### src/rtl/quad_input_filter.sv
// Quadrature input conditioner: per-channel synchroniser, stability filter,
// Gray-code step/illegal-transition detection and saturating error/glitch counters.
module quad_input_filter #(
  parameter int SYNC_STAGES = 2,
  parameter int FILT_W      = 8,
  parameter int CNT_W       = 16
) (
  input  logic              clk,
  input  logic              reset,
  input  logic              enable,
  input  logic [FILT_W-1:0] filt_cycles,
  input  logic              err_clr,
  input  logic              enc_a_raw,
  input  logic              enc_b_raw,
  output logic              enc_a,
  output logic              enc_b,
  output logic              step_valid,
  output logic              illegal_err,
  output logic [CNT_W-1:0]  err_cnt,
  output logic [CNT_W-1:0]  glitch_cnt
);

  localparam int CHAIN  = SYNC_STAGES + 1;
  localparam int INIT_W = $clog2(CHAIN + 1);

  typedef enum logic [0:0] {ST_INIT = 1'b0, ST_RUN = 1'b1} state_t;

  typedef struct packed {
    logic              out;
    logic [FILT_W-1:0] cnt;
    logic              upd;
    logic              rej;
  } filt_t;

  function automatic filt_t filt_step(input logic s, input logic out,
                                      input logic [FILT_W-1:0] cnt,
                                      input logic [FILT_W-1:0] n);
    filt_t r;
    r.out = out;
    r.cnt = cnt;
    r.upd = 1'b0;
    r.rej = 1'b0;
    if (s != out) begin
      if (cnt >= n) begin
        r.out = s;
        r.cnt = '0;
        r.upd = 1'b1;
      end else begin
        r.cnt = cnt + FILT_W'(1);
      end
    end else if (cnt != '0) begin
      r.cnt = '0;
      r.rej = 1'b1;
    end else begin
      r.rej = 1'b0;
    end
    return r;
  endfunction

  function automatic logic [CNT_W-1:0] sat_add(input logic [CNT_W-1:0] v,
                                               input logic [1:0] inc);
    logic [CNT_W:0] sum;
    sum = {1'b0, v} + (CNT_W+1)'(inc);
    if (sum[CNT_W]) begin
      return '1;
    end else begin
      return sum[CNT_W-1:0];
    end
  endfunction

  state_t             state_q, state_d;
  logic [INIT_W-1:0]  init_cnt_q, init_cnt_d;
  logic [CHAIN-1:0]   a_sync_q, a_sync_d, b_sync_q, b_sync_d;
  logic [FILT_W-1:0]  a_cnt_q, a_cnt_d, b_cnt_q, b_cnt_d;
  logic               enc_a_q, enc_a_d, enc_b_q, enc_b_d;
  logic               step_valid_q, step_valid_d;
  logic               illegal_err_q, illegal_err_d;
  logic [CNT_W-1:0]   err_cnt_q, err_cnt_d, glitch_cnt_q, glitch_cnt_d;
  filt_t              fa_s, fb_s;
  logic [1:0]         glitch_inc_s;

  assign fa_s = filt_step(a_sync_q[CHAIN-1], enc_a_q, a_cnt_q, filt_cycles);
  assign fb_s = filt_step(b_sync_q[CHAIN-1], enc_b_q, b_cnt_q, filt_cycles);
  assign glitch_inc_s = {1'b0, fa_s.rej} + {1'b0, fb_s.rej};

  always_comb begin
    a_sync_d      = {a_sync_q[CHAIN-2:0], enc_a_raw};
    b_sync_d      = {b_sync_q[CHAIN-2:0], enc_b_raw};
    state_d       = state_q;
    init_cnt_d    = init_cnt_q;
    a_cnt_d       = '0;
    b_cnt_d       = '0;
    enc_a_d       = enc_a_q;
    enc_b_d       = enc_b_q;
    step_valid_d  = 1'b0;
    illegal_err_d = err_clr ? 1'b0 : illegal_err_q;
    err_cnt_d     = err_clr ? '0 : err_cnt_q;
    glitch_cnt_d  = err_clr ? '0 : glitch_cnt_q;

    case (state_q)
      ST_INIT: begin
        // Load the value the last sync stage is about to hold so RUN starts with out == s.
        enc_a_d = a_sync_q[CHAIN-2];
        enc_b_d = b_sync_q[CHAIN-2];
        if (init_cnt_q == INIT_W'(CHAIN - 1)) begin
          state_d    = ST_RUN;
          init_cnt_d = '0;
        end else begin
          init_cnt_d = init_cnt_q + INIT_W'(1);
        end
      end
      ST_RUN: begin
        if (enable) begin
          a_cnt_d      = fa_s.cnt;
          b_cnt_d      = fb_s.cnt;
          enc_a_d      = fa_s.out;
          enc_b_d      = fb_s.out;
          step_valid_d = fa_s.upd ^ fb_s.upd;
          if (fa_s.upd && fb_s.upd) begin
            illegal_err_d = 1'b1;
            err_cnt_d     = sat_add(err_cnt_d, 2'd1);
          end else begin
            illegal_err_d = illegal_err_d;
          end
          glitch_cnt_d = sat_add(glitch_cnt_d, glitch_inc_s);
        end else begin
          step_valid_d = 1'b0;
        end
      end
      default: begin
        state_d    = ST_INIT;
        init_cnt_d = '0;
      end
    endcase
  end

  always_ff @(posedge clk) begin
    if (reset) begin
      state_q       <= ST_INIT;
      init_cnt_q    <= '0;
      a_sync_q      <= '0;
      b_sync_q      <= '0;
      a_cnt_q       <= '0;
      b_cnt_q       <= '0;
      enc_a_q       <= 1'b0;
      enc_b_q       <= 1'b0;
      step_valid_q  <= 1'b0;
      illegal_err_q <= 1'b0;
      err_cnt_q     <= '0;
      glitch_cnt_q  <= '0;
    end else begin
      state_q       <= state_d;
      init_cnt_q    <= init_cnt_d;
      a_sync_q      <= a_sync_d;
      b_sync_q      <= b_sync_d;
      a_cnt_q       <= a_cnt_d;
      b_cnt_q       <= b_cnt_d;
      enc_a_q       <= enc_a_d;
      enc_b_q       <= enc_b_d;
      step_valid_q  <= step_valid_d;
      illegal_err_q <= illegal_err_d;
      err_cnt_q     <= err_cnt_d;
      glitch_cnt_q  <= glitch_cnt_d;
    end
  end

  assign enc_a       = enc_a_q;
  assign enc_b       = enc_b_q;
  assign step_valid  = step_valid_q;
  assign illegal_err = illegal_err_q;
  assign err_cnt     = err_cnt_q;
  assign glitch_cnt  = glitch_cnt_q;

endmodule
### config.mk
export PLATFORM = sky130hd
export DESIGN_NAME = quad_input_filter
export DESIGN_NICKNAME = d
export VERILOG_FILES = /design/src/rtl/quad_input_filter.sv
export SDC_FILE = /design/constraint.sdc
export NUM_CORES = 1
export LEC_CHECK = 0
export ABC_AREA = 1
export CORE_AREA = 3 3 110 86
export CTS_CLUSTER_DIAMETER = 50
export DETAILED_ROUTE_END_ITERATION = 16
export DIE_AREA = 0 0 113 89
export PLACE_DENSITY = 0.66
export SLEW_MARGIN = 20
export SYNTH_ARGS = -nofsm -noshare
export SYNTH_HDL_FRONTEND = slang
export SYNTH_SLANG_ARGS = --single-unit
### constraint.sdc
create_clock -name clk -period 3.2 [get_ports clk]
set_input_delay 0.8 -clock clk [delete_from_list [all_inputs] [get_ports clk]]
set_output_delay 0.8 -clock clk [all_outputs]
set_load 0.05 [all_outputs]
* Word level (Yosys, flattened, before mapping)
Cells that the tools add are included.
** Operators by class
- Multiplexer cells :: 38
- Order comparisons :: 2
- $add $sub $neg :: 6
- Reductions and logical operators :: 8
- Bitwise logic cells :: 3
- Equality and inequality tests :: 8
** Operators by type and width (count)
- 16-bit two-way mux :: 9
- 8-bit two-way mux :: 6
- 1-bit two-way mux :: 20
- 16-bit by 1-bit adder with 17-bit output (second input constant) :: 1
- 16-bit by 2-bit adder with 17-bit output :: 1
- 8-bit by 1-bit adder with 8-bit output (second input constant) :: 2
- 8-bit >= comparator :: 2
- 8-bit nonzero test :: 2
- 2-bit by 1-bit inequality test with 1-bit output (second input constant) :: 4
- 3-bit AND reduction :: 2
- 1-bit case mux with 2 select lines :: 2
- 2-bit nonzero test :: 2
- 3-bit OR reduction :: 1
- 1-bit by 1-bit adder with 2-bit output :: 1
- 2-bit by 1-bit adder with 2-bit output (second input constant) :: 1
- 2-bit equality test (second input constant) :: 1
- 2-bit two-way mux :: 1
- 1-bit inequality test :: 2
- 2-bit inequality test (second input constant) :: 1
- 1-bit inverter :: 2
- 1-bit logical AND :: 1
- 1-bit bitwise XOR :: 1
** Word-level totals
- Flip-flop bits (word level) :: 61
- Bits of input ports :: 14
- Output and inout port bits :: 36
- Word-level logic and storage cells :: 77

* Longest topological paths before layout
Gate-level depths: netlist (run 1).
- Depth in word-level cells :: 8
- Depth in mapped cells :: 22
- Gate-level depth less buffers :: 22

* Worst setup path after synthesis (run 1)
OpenSTA, ideal clock, no wires.
- Kind :: input to register
- Start :: in filt_cycles[7]
- End :: reg err_cnt_q[7], in the netlist err_cnt[7]
- Required time :: 3.087 ns
- Buffers on the path :: 0
- Setup slack :: 0.446 ns
- Data arrival time :: 2.641 ns
- Stages :: 20
- Setup time :: 0.113 ns
- Cells stage by stage :: inv_1 ha_1 nand2_1 inv_1 nor2_1 o21a_1 nand2_1 inv_1 nor2_1 ha_1 inv_1 nor2_8 nand2_2 nor2_2 nand2_2 inv_2 nand2_4 nand2_1 o21ai_1 inv_1
** Between the ends
- Word-level cells in the longest chain between the ends :: 7
- Elaborated cells between the ends (all ways) :: 10
- Classes of those cells :: order compare (2); mux (7); reduce/logical (1)
** RTL lines
- start: declaration :: line 11 : input logic [FILT_W-1:0] filt_cycles,
- 8-bit >= comparator :: line 44 : if (cnt >= n) begin
- 1-bit two-way mux :: line 44
- 1-bit two-way mux :: line 43 : if (s != out) begin
- 1-bit logical AND * :: line 119 : if (fa_s.upd && fb_s.upd) begin
- 16-bit two-way mux * :: line 119
- 16-bit two-way mux * :: line 113 : if (enable) begin
- 16-bit two-way mux * :: line 100 : case (state_q)
- end signal: assignment :: line 162 : err_cnt_q <= err_cnt_d;
- end: declaration :: line 78 : logic [CNT_W-1:0] err_cnt_q, err_cnt_d, glitch_cnt_q, glitch_cnt_d;
Mark *: on every way between the ends. The rest lies on a longest branch, timed or not.
A chain may end at the register's enable or synchronous reset.

* Final worst setup path (run 1)
- Start :: in filt_cycles[5]
- End :: reg err_cnt_q[7], in the netlist err_cnt[7]
Same word-level chain as after synthesis.

==> metrics.txt, run 1 <==
post-synth top area share 32.2%; kind of critical path in2reg; max-slew headroom at the worst pin between 60% and 70%; syn_area_per_cell 7.06 um2; Rows 29; critical path launch point type input port; final instance area around 0.0048 mm2; max-slew violation count 0; setup TNS 0 ns; dpl hpwl between 7000 and 8000 um; pwr/cell area approximately 420 mW/mm2; Core ar. between 0.008 and 0.009 mm2; CP startpoint filt_cycles[5]; CTS root buf clkbuf_16; area share of and/or/nand/nor cells after synthesis ~35%; TritonRoute pass-1 iters 4; Detail Route Antenna Nets 0; clock skew 0.00559 ns; final hold vios 0; ratio of cells with drive above 1 in the final layout 12.3%; synth warn 0; top sig layer met4; final period utilization 93.7%; Vias roughly 3600; grt ovf 0; count of final setup violators 0; sequential share of the synthesized area 32.2%; Critical Path End Type flip-flop; TritonCTS Sinks 61; DR iter-0 viols ~240; Area Growth Syn to Fin 25.4%; Worst VDD drop ~270 uV; Buffers on Ports 49; Synth Register Bits between 60 and 70; DIE AREA 0.0101 mm2; arrival time worst endpoint around 3.3 ns; Die Height 89 um; dominant synthesized flop cell dfxtp_1; postcts setup bufs 0; via/cell ratio roughly 5.0; worst-skew pair later-pin latency 0.33 ns; Comb pwr share 14.6%; non-filler cells, final between 700 and 800; Worst-Margin Slew between 0.5 and 0.6 ns; GP Congestion slightly below 0.9; Net Sw Frac roughly 28%; Final #Nets 644; min Tclk post-route 3.00 ns; num ports 50; Worst-path clk slew approximately 0.050 ns; first-pass GRT wire length ~16000 um; Util after Layout 56.5%; CTS tree done; Placement Cell Area around 0.0045 mm2; largest family of logic cells by synthesized area simple AND/OR/NAND/NOR gates; Max Clock Freq approximately 330 MHz; status completed; XOR/XNOR Fraction of Synth Area roughly 4.6%; Reg2Reg Setup Slack between 0.4 and 0.5 ns; WL met3 roughly 660 um; Avg WL per Cell between 10 and 15 um; Crit Reg-Reg Startpoint a_cnt_q[0]; met2 WL between 3000 and 4000 um; largest net degree at the start of global routing 18; multiplexer area fraction after synthesis 0%; Max Cap Viol 0; Leak Pwr around 0.0021 uW; initial antenna violation count 0; critical path required time about 3.5 ns; WL final approximately 9300 um; clock buffer depth 2; switching pwr around 560 uW; synth top area cells dfxtp_1, nand2_1, inv_1; Syn Nets approximately 580; worst r2r path cells 15; Post-Place Cells approximately 700; met1 wire length 4740 um; starting density of the core 45.0%; vias in the first global route ~3300; H-Tree Depth 3; hold_ws ~0.4 ns; Post-synth EDFFs 0; crit path capture err_cnt[7]; RR Endpoint glitch_cnt[15]; critical-path maximum fanout 8; RSZ-0062 raised after global routing false; remaining routing DRC violations 0; compound-cell area share of the yosys netlist 9.08%; synth cell count leaders nand2_1, inv_1, nor2_1; Die X roughly 110 um; clock power share 44.1%; ANT cells 0; Num CTS Buffers 9; area leader, netlist dfxtp_1; part of the power in registers 41.4%; Mapped Area between 0.003 and 0.004 mm2; most common cell in the netlist nand2_1; Mapped Cells between 500 and 600; Synth Area in Adders between 8 and 9%; library cells used by synthesis 43; Async SR Flop Fraction 0%; hold crit path type reg2reg; P_int between 1000 and 1500 uW; gr usage total around 20%
==> sequential cells by signal, summed over array words and instances (netlist names) <==
signal,flops
a_cnt_q,8
a_sync_q,3
b_cnt_q,8
b_sync_q,3
enc_a,1
enc_b,1
err_cnt,16
glitch_cnt,16
illegal_err,1
init_cnt_q,2
state_q,1
step_valid,1
==> layer usage <==
layer	up-vias	global-route usage, %
li1	1856	-
met1	1624	28.6
met3	12	4.53
met2	110	29.1
met5	-	0
met4	0	5.90
==> area by class of cell <==
class	instances	area, um2
well taps	108	135
fillers	811	3660
repair buffers	68	633
clock inverters	5	27.5
inverters	92	353
multi-input cells	374	2140
flip-flops and latches	61	1220
clock buffers	10	239
==> cell usage in the layout (no fill, tap or decap), types with 3 or more instances in the layout <==
master           synthesis  final
o21ai_0                 12     12
buf_4                    0     19
a211oi_1                 4      4
inv_2                    2      3
clkinv_2                 0      4
nand2_4                  3      3
xnor2_1                  9      9
xor2_1                  11     11
dfxtp_1                 61     61
ha_1                    23     23
clkdlybuf4s50_1          0     49
nor2_1                  62     62
nand3_2                  3      3
nand4_1                  8      8
clkbuf_16                0      9
nor2_4                   4      4
nand2_1                101    101
a21oi_1                 34     34
nand2_2                  7      7
nand3_1                 42     42
inv_1                   88     87
nor3_1                  17     17
nor2_2                  11     11
==> critical path, cell delays in order <==
cell             delay [ns]
clkdlybuf4s50_1        0.45
inv_1                  0.06
ha_1                   0.29
nand2_1                0.08
nor2_1                 0.13
nand2_1                0.09
nand2_1                0.09
inv_1                  0.06
nor2_1                 0.11
ha_1                   0.21
inv_2                  0.08
nor2_8                 0.13
nand2_2                0.08
nor2_2                 0.13
nand2_2                0.09
inv_2                  0.08
nand2_4                0.08
nand2_1                0.09
o21ai_1                0.06
inv_1                  0.07
==> power by group through the flow <==
stage | clock [uW] | sequential [uW] | combinational [uW]
floorplan | 0 | 869 | 155
global placement | 0 | 831 | 282
detailed placement | 0 | 832 | 286
CTS | 888 | 817 | 288
global route | 923 | 820 | 320
finish | 870 | 817 | 288
==> logic make-up after synthesis <==
family          count (synthesis)
fa+ha+maj                      24
buf+inv                       102
xor+xnor                       20
simple gates                  269
flops                          61
compound gates                 61
==> worst min-delay path by stage <==
stage	from	to	depth (start not counted)
after floorplan	a_sync_q[0]	a_sync_q[1]	2
after CTS	a_sync_q[0]	a_sync_q[1]	2
after global placement	a_sync_q[0]	a_sync_q[1]	2
final	a_sync_q[0]	a_sync_q[1]	2
after global routing	b_sync_q[1]	b_sync_q[2]	2
after detailed placement	a_sync_q[0]	a_sync_q[1]	2
==> metrics by stage <==
step	setup slack, ns	total power, uW
detailed placement	-0.155	1120
floorplan	0.446	1020
CTS	0.169	1990
finish	0.202	1970
global route	0.000819	2060
global placement	-0.165	1110
==> repair_timing <==
item / 4_1_cts / 5_1_grt
gates resized for setup: 0 / 2
hold endpoints to repair: 0 / 0
setup endpoints to repair: 0 / 5
hold buffers: 0 / 0
Note: power is estimated with default switching activity, not from simulation.
==> run 2, diff against run 1 <==
Settings changed: SLEW_MARGIN 20 to 40.
==> results of run 2 <==
No change in the layout: final DEF, timing and power equal those of run 1.
==> run 3, diff against run 2 <==
Settings changed: CORE_AREA 3 3 110 86 to 3 3 147 113, DIE_AREA 0 0 113 89 to 0 0 150 116, GPL_TIMING_DRIVEN set to 1, PLACE_DENSITY 0.66 to not set.
==> run 3 against run 2 <==
Compared with the run above:
- clock skew is essentially flat
- hold slack barely moved
- non-clock buffer count unchanged
- routed wire length is 2.3% higher
- sequential cell count unchanged
- final cell count rose by 14%
- clock-buffer cell count up 2
- utilization down 24 points
- largest cell class unchanged
- highest routed layer unchanged
==> metrics.txt, run 3 (synthesized netlist as in run 1, its figures left out) <==
final hold vios 0 (unchanged); Max Clock Freq 334 MHz (about the same); Worst-path clk slew 0.05 ns (about the same); Buffers on Ports 49 (unchanged); Die X 150 um (+33%); ratio of cells with drive above 1 in the final layout 12.4% (+0.14 points); Leak Pwr 0.00213 uW (+0.90%); Worst path most repeated cell nand2_1; clock buffer depth 2 (unchanged); critical-path maximum fanout 8 (unchanged); most common cell after layout, fill and taps aside nand2_1; min Tclk post-route 3.00 ns (-0.00161 ns); Post-Place Cells 798 (+14%); TritonRoute pass-1 iters 4 (unchanged); num ports 50 (unchanged); dpl hpwl 7370 um (+2.3%); GP Congestion 0.816 (-8.3%); DIE AREA 0.0174 mm2 (+73%); FF+latch area 0.00122 mm2 (unchanged); arrival time worst endpoint 3.27 ns (about the same); ANT cells 0 (unchanged); CP startpoint filt_cycles[7]; commonest non-fill, non-tap cells in the layout nand2_1, inv_1, nor2_1; Final #Nets 644 (unchanged); CTS tree done; hold crit path type reg2reg; initial antenna violation count 0 (unchanged); clock skew 0.00525 ns (-0.000335 ns); critical path's slowest cell clkdlybuf4s50_1; DR iter-0 viols 182 (-25%); crit path capture err_cnt[9]; Max Cap Viol 0 (unchanged); Die Height 116 um (+30%); max-slew violation count 0 (unchanged); Fillers 1674 (+110%); Avg WL per Cell 11.7 um (-10%); TritonCTS Sinks 61 (unchanged); kind of critical path in2reg; critical path required time 3.47 ns (about the same); Crit Reg-Reg Startpoint a_cnt_q[0]; Rows 39 (+34%); Detail Route Antenna Nets 0 (unchanged); Worst VDD drop 241 uV (-9.6%); via/cell ratio 4.20 (-16%); worst r2r path cells 15 (unchanged); status completed; starting density of the core 24.9% (-20 points); worst-skew pair later-pin latency 0.33 ns (about the same); remaining routing DRC violations 0 (unchanged); largest net degree at the start of global routing 22 (+4); WL final 9520 um (+2.3%); RR Endpoint glitch_cnt[15]; vias in the first global route 3258 (-2.5%); Max stage delay on crit path 0.46 ns (about the same); max-slew headroom at the worst pin 62.8% (+2.5 points); gr usage total 11.4% (-8.3 points); H-Tree Depth 3 (unchanged); first-pass GRT wire length 15900 um (+0.13%); Util after Layout 32.2% (-24 points); CTS root buf clkbuf_16; Core ar. 0.0152 mm2 (+81%); critical path launch point type input port; non-filler cells, final 816 (+14%); footprint of the multi-input gates 0.00216 mm2 (+0.58%); Area Growth Syn to Fin 29.3%; Critical Path End Type flip-flop; pwr/cell area 411 mW/mm2 (-1.1%); CP cell instances clkdlybuf4s50_1, inv_1, ha_1, nand2_1, nor2_1, nand2_1, nand3_1, nand2_1, inv_1, ha_2, inv_2, nor2_8, nand2_4, nor2_4, nand2_2, inv_2, nand2_4, nand3_1, nand2_1, inv_1; Reg2Reg Setup Slack 0.51 ns (+0.02 ns); grt ovf 0 (unchanged); Num CTS Buffers 9 (unchanged); count of final setup violators 0 (unchanged); Vias 3429 (-4.8%); Worst-Margin Slew 0.557 ns (-0.0368 ns); final period utilization 93.6% (about the same); hold path depth 2 (unchanged)
## run 3: changes by cell type in the layout (fill, tap and decap cells not counted), sizes merged
| cell | previous run | this run |
|---|---|---|
| clkbuf | 10 | 12 |
| clkinv | 5 | 4 |
## run 3: area by class of cell
| cell class | count | share of cell area (%) |
|---|---|---|
| Clock buffer | 12 | 5.23 |
| Clock inverter | 4 | 0.460 |
| Inverter | 92 | 7.20 |
| Multi-Input combinational cell | 374 | 44.0 |
| Sequential cell | 61 | 24.9 |
| Tap cell | 205 | 5.23 |
| Timing Repair Buffer | 68 | 12.9 |
## run 3: stage by stage
| stage | area [um2] | setup WS [ns] | hold WS, ns | total power (uW) | TNS, ns |
|---|---|---|---|---|---|
| finish | 4900 | 0.204 | 0.402 | 2010 | 0 |
| global route | 4900 | -0.0113 | 0.426 | 2110 | -0.0113 |
| CTS | 4870 | 0.108 | 0.402 | 2040 | 0 |
| detailed placement | 4590 | -0.203 | 0.397 | 1120 | -2.04 |
| global placement | 4590 | -0.169 | 0.403 | 1120 | -1.58 |
| floorplan | 3790 | 0.446 | 0.388 | 1020 | 0 |
## run 3: worst max-delay path: cells and delay by family
kind / cells / cell delay, ns
simple gates: 12 / 1.14
buf+inv: 6 / 0.83
fa+ha+maj: 2 / 0.48
## run 3: metal layers
metal	GRT usage (%)	share of wire (%)	wire length, um	vias up
li1	-	-	-	1864
met1	15.9	53	5020	1506
met2	17.4	42	3980	51
met3	3.21	4.3	406	8
met4	3.11	1.2	114	0
met5	0	0	0	-
## run 3: worst min path at each step
stage / startpoint / end / slack, ns
floorplan: a_sync_q[0] / a_sync_q[1] / 0.39
global placement: b_sync_q[0] / b_sync_q[1] / 0.40
detailed placement: a_sync_q[0] / a_sync_q[1] / 0.40
CTS: a_sync_q[0] / a_sync_q[1] / 0.40
global route: a_sync_q[0] / a_sync_q[1] / 0.43
finish: a_sync_q[0] / a_sync_q[1] / 0.40
## run 3: power breakdown
part	leakage [uW]	internal, uW	switching [uW]
clock	0.000138	562	347
sequential	0.000493	787	31.4
combinational	0.00149	97.7	188
total	0.00213	1450	566
## run 3: what timing repair did
action | 4_1_cts | 5_1_grt
buffers inserted | 0 | 2
hold buffers | 0 | 0
hold endpoints to repair | 0 | 0
endpoints found under the setup margin | 0 | 12
gates resized for setup | 0 | 5
